**config.mk**
```make
export PLATFORM = sky130hd
export DESIGN_NAME = axi_stream_packet_cutter
export DESIGN_NICKNAME = d
export VERILOG_FILES = /design/src/rtl/axi_stream_packet_cutter.sv
export SDC_FILE = /design/constraint.sdc
export NUM_CORES = 1
export LEC_CHECK = 0
export ABC_AREA = 1
export CAP_MARGIN = 25
export CORE_ASPECT_RATIO = 1.1
export CORE_MARGIN = 2
export CORE_UTILIZATION = 45
export CTS_CLUSTER_SIZE = 25
export DETAILED_ROUTE_END_ITERATION = 8
export HOLD_SLACK_MARGIN = 0.15
export MAX_ROUTING_LAYER = met4
export PLACE_DENSITY = 0.7
export SETUP_SLACK_MARGIN = 0.4
export SLEW_MARGIN = 20
export SYNTH_ARGS = -nofsm -noshare
export SYNTH_HDL_FRONTEND = slang
export SYNTH_SLANG_ARGS = --single-unit
```
**constraint.sdc**
```tcl
create_clock -name aclk -period 4.2 [get_ports aclk]
set_clock_uncertainty 0.1 [all_clocks]
set_input_delay 0.63 -clock aclk [delete_from_list [all_inputs] [get_ports aclk]]
set_output_delay 0.63 -clock aclk [all_outputs]
set_load 0.05 [all_outputs]
```
**src/rtl/axi_stream_packet_cutter.sv**
```systemverilog
// AXI-Stream register slice that forces a tlast every MAX_LEN beats, flagging forced cuts on m_tcut.
// Define AXI_STREAM_PACKET_CUTTER_STAT_EN to add saturating pkt_cnt/cut_cnt statistics outputs.
module axi_stream_packet_cutter #(
   parameter int unsigned DSIZE   = 8,
   parameter int unsigned MAX_LEN = 16384
) (
   input  logic             aclk,
   input  logic             rst,
   input  logic [DSIZE-1:0] s_tdata,
   input  logic             s_tvalid,
   input  logic             s_tlast,
   output logic             s_tready,
   output logic [DSIZE-1:0] m_tdata,
   output logic             m_tvalid,
   output logic             m_tlast,
   output logic             m_tcut,
   input  logic             m_tready
`ifdef AXI_STREAM_PACKET_CUTTER_STAT_EN
   ,
   output logic [15:0]      pkt_cnt,
   output logic [15:0]      cut_cnt
`endif
);

   localparam int unsigned CNT_W = $clog2(MAX_LEN + 1);
   localparam logic [CNT_W-1:0] CNT_LAST = CNT_W'(MAX_LEN - 1);

   logic [DSIZE-1:0] m_tdata_q,  m_tdata_d;
   logic             m_tvalid_q, m_tvalid_d;
   logic             m_tlast_q,  m_tlast_d;
   logic             m_tcut_q,   m_tcut_d;
   logic [CNT_W-1:0] cnt_q,      cnt_d;

   logic accept_c;
   logic at_max_c;
   logic seg_end_c;

   // Upstream may push whenever the single output slot is empty or draining this cycle.
   assign s_tready  = !m_tvalid_q || m_tready;
   assign accept_c  = s_tvalid && s_tready;
   assign at_max_c  = (cnt_q == CNT_LAST);
   assign seg_end_c = s_tlast || at_max_c;

   always_comb begin
      m_tdata_d  = m_tdata_q;
      m_tvalid_d = m_tvalid_q;
      m_tlast_d  = m_tlast_q;
      m_tcut_d   = m_tcut_q;
      cnt_d      = cnt_q;
      if (accept_c) begin
         m_tdata_d  = s_tdata;
         m_tvalid_d = 1'b1;
         m_tlast_d  = seg_end_c;
         m_tcut_d   = !s_tlast && at_max_c;
         cnt_d      = seg_end_c ? '0 : cnt_q + CNT_W'(1);
      end else if (m_tready) begin
         m_tvalid_d = 1'b0;
      end
   end

   always_ff @(posedge aclk or posedge rst) begin
      if (rst) begin
         m_tdata_q  <= '0;
         m_tvalid_q <= 1'b0;
         m_tlast_q  <= 1'b0;
         m_tcut_q   <= 1'b0;
         cnt_q      <= '0;
      end else begin
         m_tdata_q  <= m_tdata_d;
         m_tvalid_q <= m_tvalid_d;
         m_tlast_q  <= m_tlast_d;
         m_tcut_q   <= m_tcut_d;
         cnt_q      <= cnt_d;
      end
   end

   assign m_tdata  = m_tdata_q;
   assign m_tvalid = m_tvalid_q;
   assign m_tlast  = m_tlast_q;
   assign m_tcut   = m_tcut_q;

`ifdef AXI_STREAM_PACKET_CUTTER_STAT_EN
   logic [15:0] pkt_cnt_q, pkt_cnt_d;
   logic [15:0] cut_cnt_q, cut_cnt_d;
   logic        out_fire_c;

   assign out_fire_c = m_tvalid_q && m_tready;

   // Saturating end-of-packet and forced-cut counts, taken on the downstream handshake.
   always_comb begin
      pkt_cnt_d = pkt_cnt_q;
      cut_cnt_d = cut_cnt_q;
      if (out_fire_c && m_tlast_q && !m_tcut_q && (pkt_cnt_q != 16'hFFFF))
         pkt_cnt_d = pkt_cnt_q + 16'd1;
      if (out_fire_c && m_tlast_q && m_tcut_q && (cut_cnt_q != 16'hFFFF))
         cut_cnt_d = cut_cnt_q + 16'd1;
   end

   always_ff @(posedge aclk or posedge rst) begin
      if (rst) begin
         pkt_cnt_q <= '0;
         cut_cnt_q <= '0;
      end else begin
         pkt_cnt_q <= pkt_cnt_d;
         cut_cnt_q <= cut_cnt_d;
      end
   end

   assign pkt_cnt = pkt_cnt_q;
   assign cut_cnt = cut_cnt_q;
`endif

   cnt_in_range_a: assert property (@(posedge aclk) disable iff (rst) cnt_q <= CNT_LAST);

endmodule

```
# ---- Word-level counts from Yosys, hierarchy flattened
# Index checks and enable logic that the tools add are counted.
dict set report word_totals {
  out_inout_bits 12
  word_cells 17
  input_bits 13
  ff_bits 26
}
dict set report classes {
  n_reduce_logical 7
  add_sub_neg 1
  n_eq_ne 1
  muxes 3
}
# op count
set op_table {}
lappend op_table {{15-bit by 1-bit adder with 15-bit output, second input constant} 1}
lappend op_table {{15-bit by 14-bit equality test with 1-bit output, second input constant} 1}
lappend op_table {{15-bit 2-to-1 mux} 1}
lappend op_table {{1-bit logical AND} 2}
lappend op_table {{1-bit zero test} 2}
lappend op_table {{1-bit logical OR} 2}
lappend op_table {{1-bit 2-to-1 mux} 2}
lappend op_table {{2-bit nonzero test} 1}

# ---- Logic depth before layout (Yosys ltp)
dict set report depth {
  ltp_word 4
  ltp_mapped 9
  ltp_nobuf 9
}

# ---- Least setup slack after synthesis
# OpenSTA, ideal clock, no wires.
dict set report synth_path {
  path_type {flip-flop to flip-flop}
  startpoint {register m_tvalid_q (netlist: m_tvalid)}
  endpoint {register cnt_q[14]}
  setup_slack_ns 2.404
  setup_ns 0.116
  synth_period_minus_slack_ns 1.796
  path_stages_with_launch 8
  t_arrival_ns 1.580
  n_path_buf 1
  path_cell_list {dfrtp_1 -> nand2_2 -> nand2_2 -> buf_4 -> nor3_1 -> nand3_1 -> nand2_1 -> nor2_1}
}
dict set report synth_via {
  elab_chain_len 3
}
# element line
set synth_rtl {}
lappend synth_rtl {{start, declared} 29} ;# logic m_tvalid_q, m_tvalid_d;
lappend synth_rtl {{start signal, assigned} 70} ;# m_tvalid_q <= m_tvalid_d;
lappend synth_rtl {{1-bit zero test} 39} ;# assign s_tready = !m_tvalid_q || m_tready;
lappend synth_rtl {{1-bit logical OR} 39}
lappend synth_rtl {{net s_tready} 12} ;# output logic s_tready,
lappend synth_rtl {{1-bit logical AND} 40} ;# assign accept_c = s_tvalid && s_tready;
lappend synth_rtl {{end signal, assigned} 73} ;# cnt_q <= cnt_d;
lappend synth_rtl {{end, declared} 32} ;# logic [CNT_W-1:0] cnt_q, cnt_d;
# The timed path passes the listed nets, and every way through them passes these cells.
# A chain may end at the register's enable or synchronous reset.

# ---- Final worst setup path
dict set report layout_path {
  startpoint {input port m_tready}
  endpoint {output port s_tready}
}
dict set report layout_via {
  elab_chain_len 1
}
# element line
set layout_rtl {}
lappend layout_rtl {{start, declared} 17} ;# input logic m_tready
lappend layout_rtl {{1-bit logical OR} 39}
lappend layout_rtl {{end, declared} 12}
# Every way passes these cells.

==> impl_metrics.tcl <==
set metrics [dict create \
    layout.nets 226 \
    required_ps 3470 \
    vias_per_cell 4.804 \
    rr_startpoint "m_tvalid$_DFFE_PP0P_" \
    place_congestion 0.8659 \
    drv_slew 0 \
    worst_pin_slew_ps 517.8 \
    max_cap_violations 0 \
    setup_ws_ps 1474 \
    post_cts_buffers 0 \
    path_cells "clkdlybuf4s50_1 -> inv_1 -> nand2_2 -> clkdlybuf4s50_1" \
    cts_buffer_depth 2 \
    comb_power_share 0.247 \
    start_kind "input pin" \
    seq_power_share 0.517 \
    grt_pass1_vias 1109 \
    layout_commonest_cell "nand2_1" \
    cpMostUsedCell "clkdlybuf4s50_1" \
    hp-start "m_tdata[7]$_DFFE_PP0P_" \
    first_pass_iters 4 \
    grt_pass1_wl_mm 4.781 \
    p_int_w 0.0003701 \
    coreArea_um2 2995 \
    postLayoutCellArea_um2 1698 \
    final_cell_mix "78 x nand2_1, 26 x dfrtp_1, 24 x clkdlybuf4s50_1" \
    critPathMaxFanout 3 \
    tns_ps 0 \
    finalPower_w 0.0005461 \
    drtAntennaViolNets 0 \
    grt_util_all_layers 0.1860 \
    crit_buf_inv 3 \
    holdPathStages 2 \
    holdCritPathClass "reg2reg" \
    hold_buffers 0 \
    cts_tree "done" \
    portBuffers 24 \
    cts_buffers 3 \
    post-route-drc-count 0 \
    start_util 0.4607 \
    wl_mm 2.777 \
    ff2ff_path_depth 6 \
    hold_viol 0 \
    outcome "complete, no violations" \
    crit_family "buffers and inverters" \
    ir_drop_uv 232.9 \
    switchingPower_w 0.0001760 \
    diodes 0 \
    synthCells 186 \
    crit_start "m_tready" \
    cp_slowest_cell "clkdlybuf4s50_1" \
    dr.first_iter.drc_count 66 \
    die_h_um 62.08 \
    ys_seq_area_frac 0.4714 \
    clock_power_share 0.236 \
    worstSetupEndpointType "primary output" \
    dp_slack_ps 1470 \
    root_buffer "clkbuf_4" \
    area_growth_pct 23.03 \
    power.leakage_nw 0.8524 \
    routedWlPerCell_um 11.33 \
    pin_count 25 \
    fin_util 0.5668 \
    syn_area_per_cell_um2 7.420 \
    max_freq_mhz 366.8 \
    finalSetupViolations 0 \
    cts.sinks 26 \
    syn-cell-area_um2 1380 \
    cts.repair.resized 0 \
    n_fill_cell 287 \
    ys_ff_latch 26 \
    crit_cells 4 \
    syn-num-nets 200 \
    grt-ovfl-total 0 \
    vias 1177 \
    die_width_um 56.80 \
    relSlewSlack 0.6538 \
    crit_type "in2out" \
    powerDensity_nw_per_um2 321.6 \
    rows 21 \
    synth.distinct_cells 22 \
    dieArea_um2 3526 \
    clk_latency_ps 320 \
    swShare 0.3223 \
    layout-drive-gt1-share 0.06635 \
    timing.final.crit_share 0.6491 \
    place_area_um2 1634 \
    grt_max_degree 27 \
    cts.htree.levels 1 \
    fin_crit_ps 2726 \
    arrival_ps 2000 \
    cpPeakStageDelay_ps 800 \
    hpwl_mm 2.045 \
    rsz0062_at_grt "false" \
    cts.reportedPaths.clkPinSlew_ps 140 \
    antenna_found_initial 0 \
    ys_warn_count 0 \
]
## final cells by class
type                    instances  area (um^2)  area share
clock buffers                   4        36.28     0.02137
well taps                      34        42.54     0.02506
inverters                      22        82.58     0.04864
multi-input cells             134        618.1      0.3640
repair buffers                 25        267.8      0.1577
flip-flops and latches         26        650.6      0.3832
## flip-flops by register name, summed over array words and instances, names as in the netlist
name and cells:
cnt_q 15, m_tcut 1, m_tdata 8, m_tlast 1, m_tvalid 1
## power by group through the flow
stage / Combinational (W) / Sequential (W) / Clock [W]
floorplan: 0.0000412 / 0.000331 / 0
global placement: 0.000131 / 0.000286 / 0
detailed placement: 0.000133 / 0.000287 / 0
CTS: 0.000134 / 0.000282 / 0.000134
global route: 0.000146 / 0.000285 / 0.000140
finish: 0.000135 / 0.000282 / 0.000129
## per-layer routing
metal  part of all wire  wire length [um]  GRT usage  vias to the layer above
li1                   -                 -          -                      615
met1               0.45              1242     0.2212                      527
met2               0.49              1371     0.3173                       31
met3              0.042               116    0.02484                        4
met4              0.016                45    0.09302                        0
met5                  0                 0          -                        -
## worst reg2reg max path: stages (launching register included)
cell     delay (ps)
dfrtp_1         390
nand2_2          80
nand2_2         380
inv_1           310
nand2_1         140
xor2_1          160
nor2_1           60
## per-stage QoR
step                      hold WS [ps]  std cells
after floorplan                  370.7        186
after global placement           365.7        240
after detailed placement         365.3        240
after CTS                        399.7        244
after global routing             424.1        245
final                            396.6        245
## synth_stat cells
cell type / count / share of area
o21bai_1: 1 / 0.0054
o21ai_0: 1 / 0.0036
nand2_1: 78 / 0.21
ha_1: 1 / 0.0091
nand4_1: 2 / 0.0091
dfrtp_1: 26 / 0.47
nor3_1: 3 / 0.011
buf_2: 2 / 0.0073
a22o_1: 1 / 0.0063
nor2_8: 1 / 0.015
o21ai_1: 1 / 0.0036
xnor2_1: 1 / 0.0063
xor2_1: 2 / 0.013
buf_6: 1 / 0.0082
nor2_2: 2 / 0.0091
nor2_4: 3 / 0.024
inv_1: 22 / 0.060
nand3_1: 10 / 0.036
nand3b_1: 2 / 0.011
nor2_1: 22 / 0.060
buf_4: 1 / 0.0054
nand2_2: 3 / 0.014
## path summary, 6_finish.rpt
path                       slack [ps]                endpoint
max reg2reg                      2480    cnt_q[2]$_DFFE_PP0P_
min                               400  m_tdata[7]$_DFFE_PP0P_
max                              1470                s_tready
min in group asynchronous         440  m_tdata[0]$_DFFE_PP0P_
max in group asynchronous        3180   cnt_q[10]$_DFFE_PP0P_
min reg2reg                       400  m_tdata[7]$_DFFE_PP0P_
## cell families after synthesis
group                      count (synthesis)  share of synthesized area
DFF                                       26                     0.4714
buffers and inverters                     26                    0.08069
and+or+nand+nor                          126                     0.4007
AOI/OAI and AO/OA                          4                    0.01904
adders and majority gates                  1                   0.009065
xor gates and xnor gates                   3                    0.01904
Note: power is estimated with default switching activity, not from simulation.
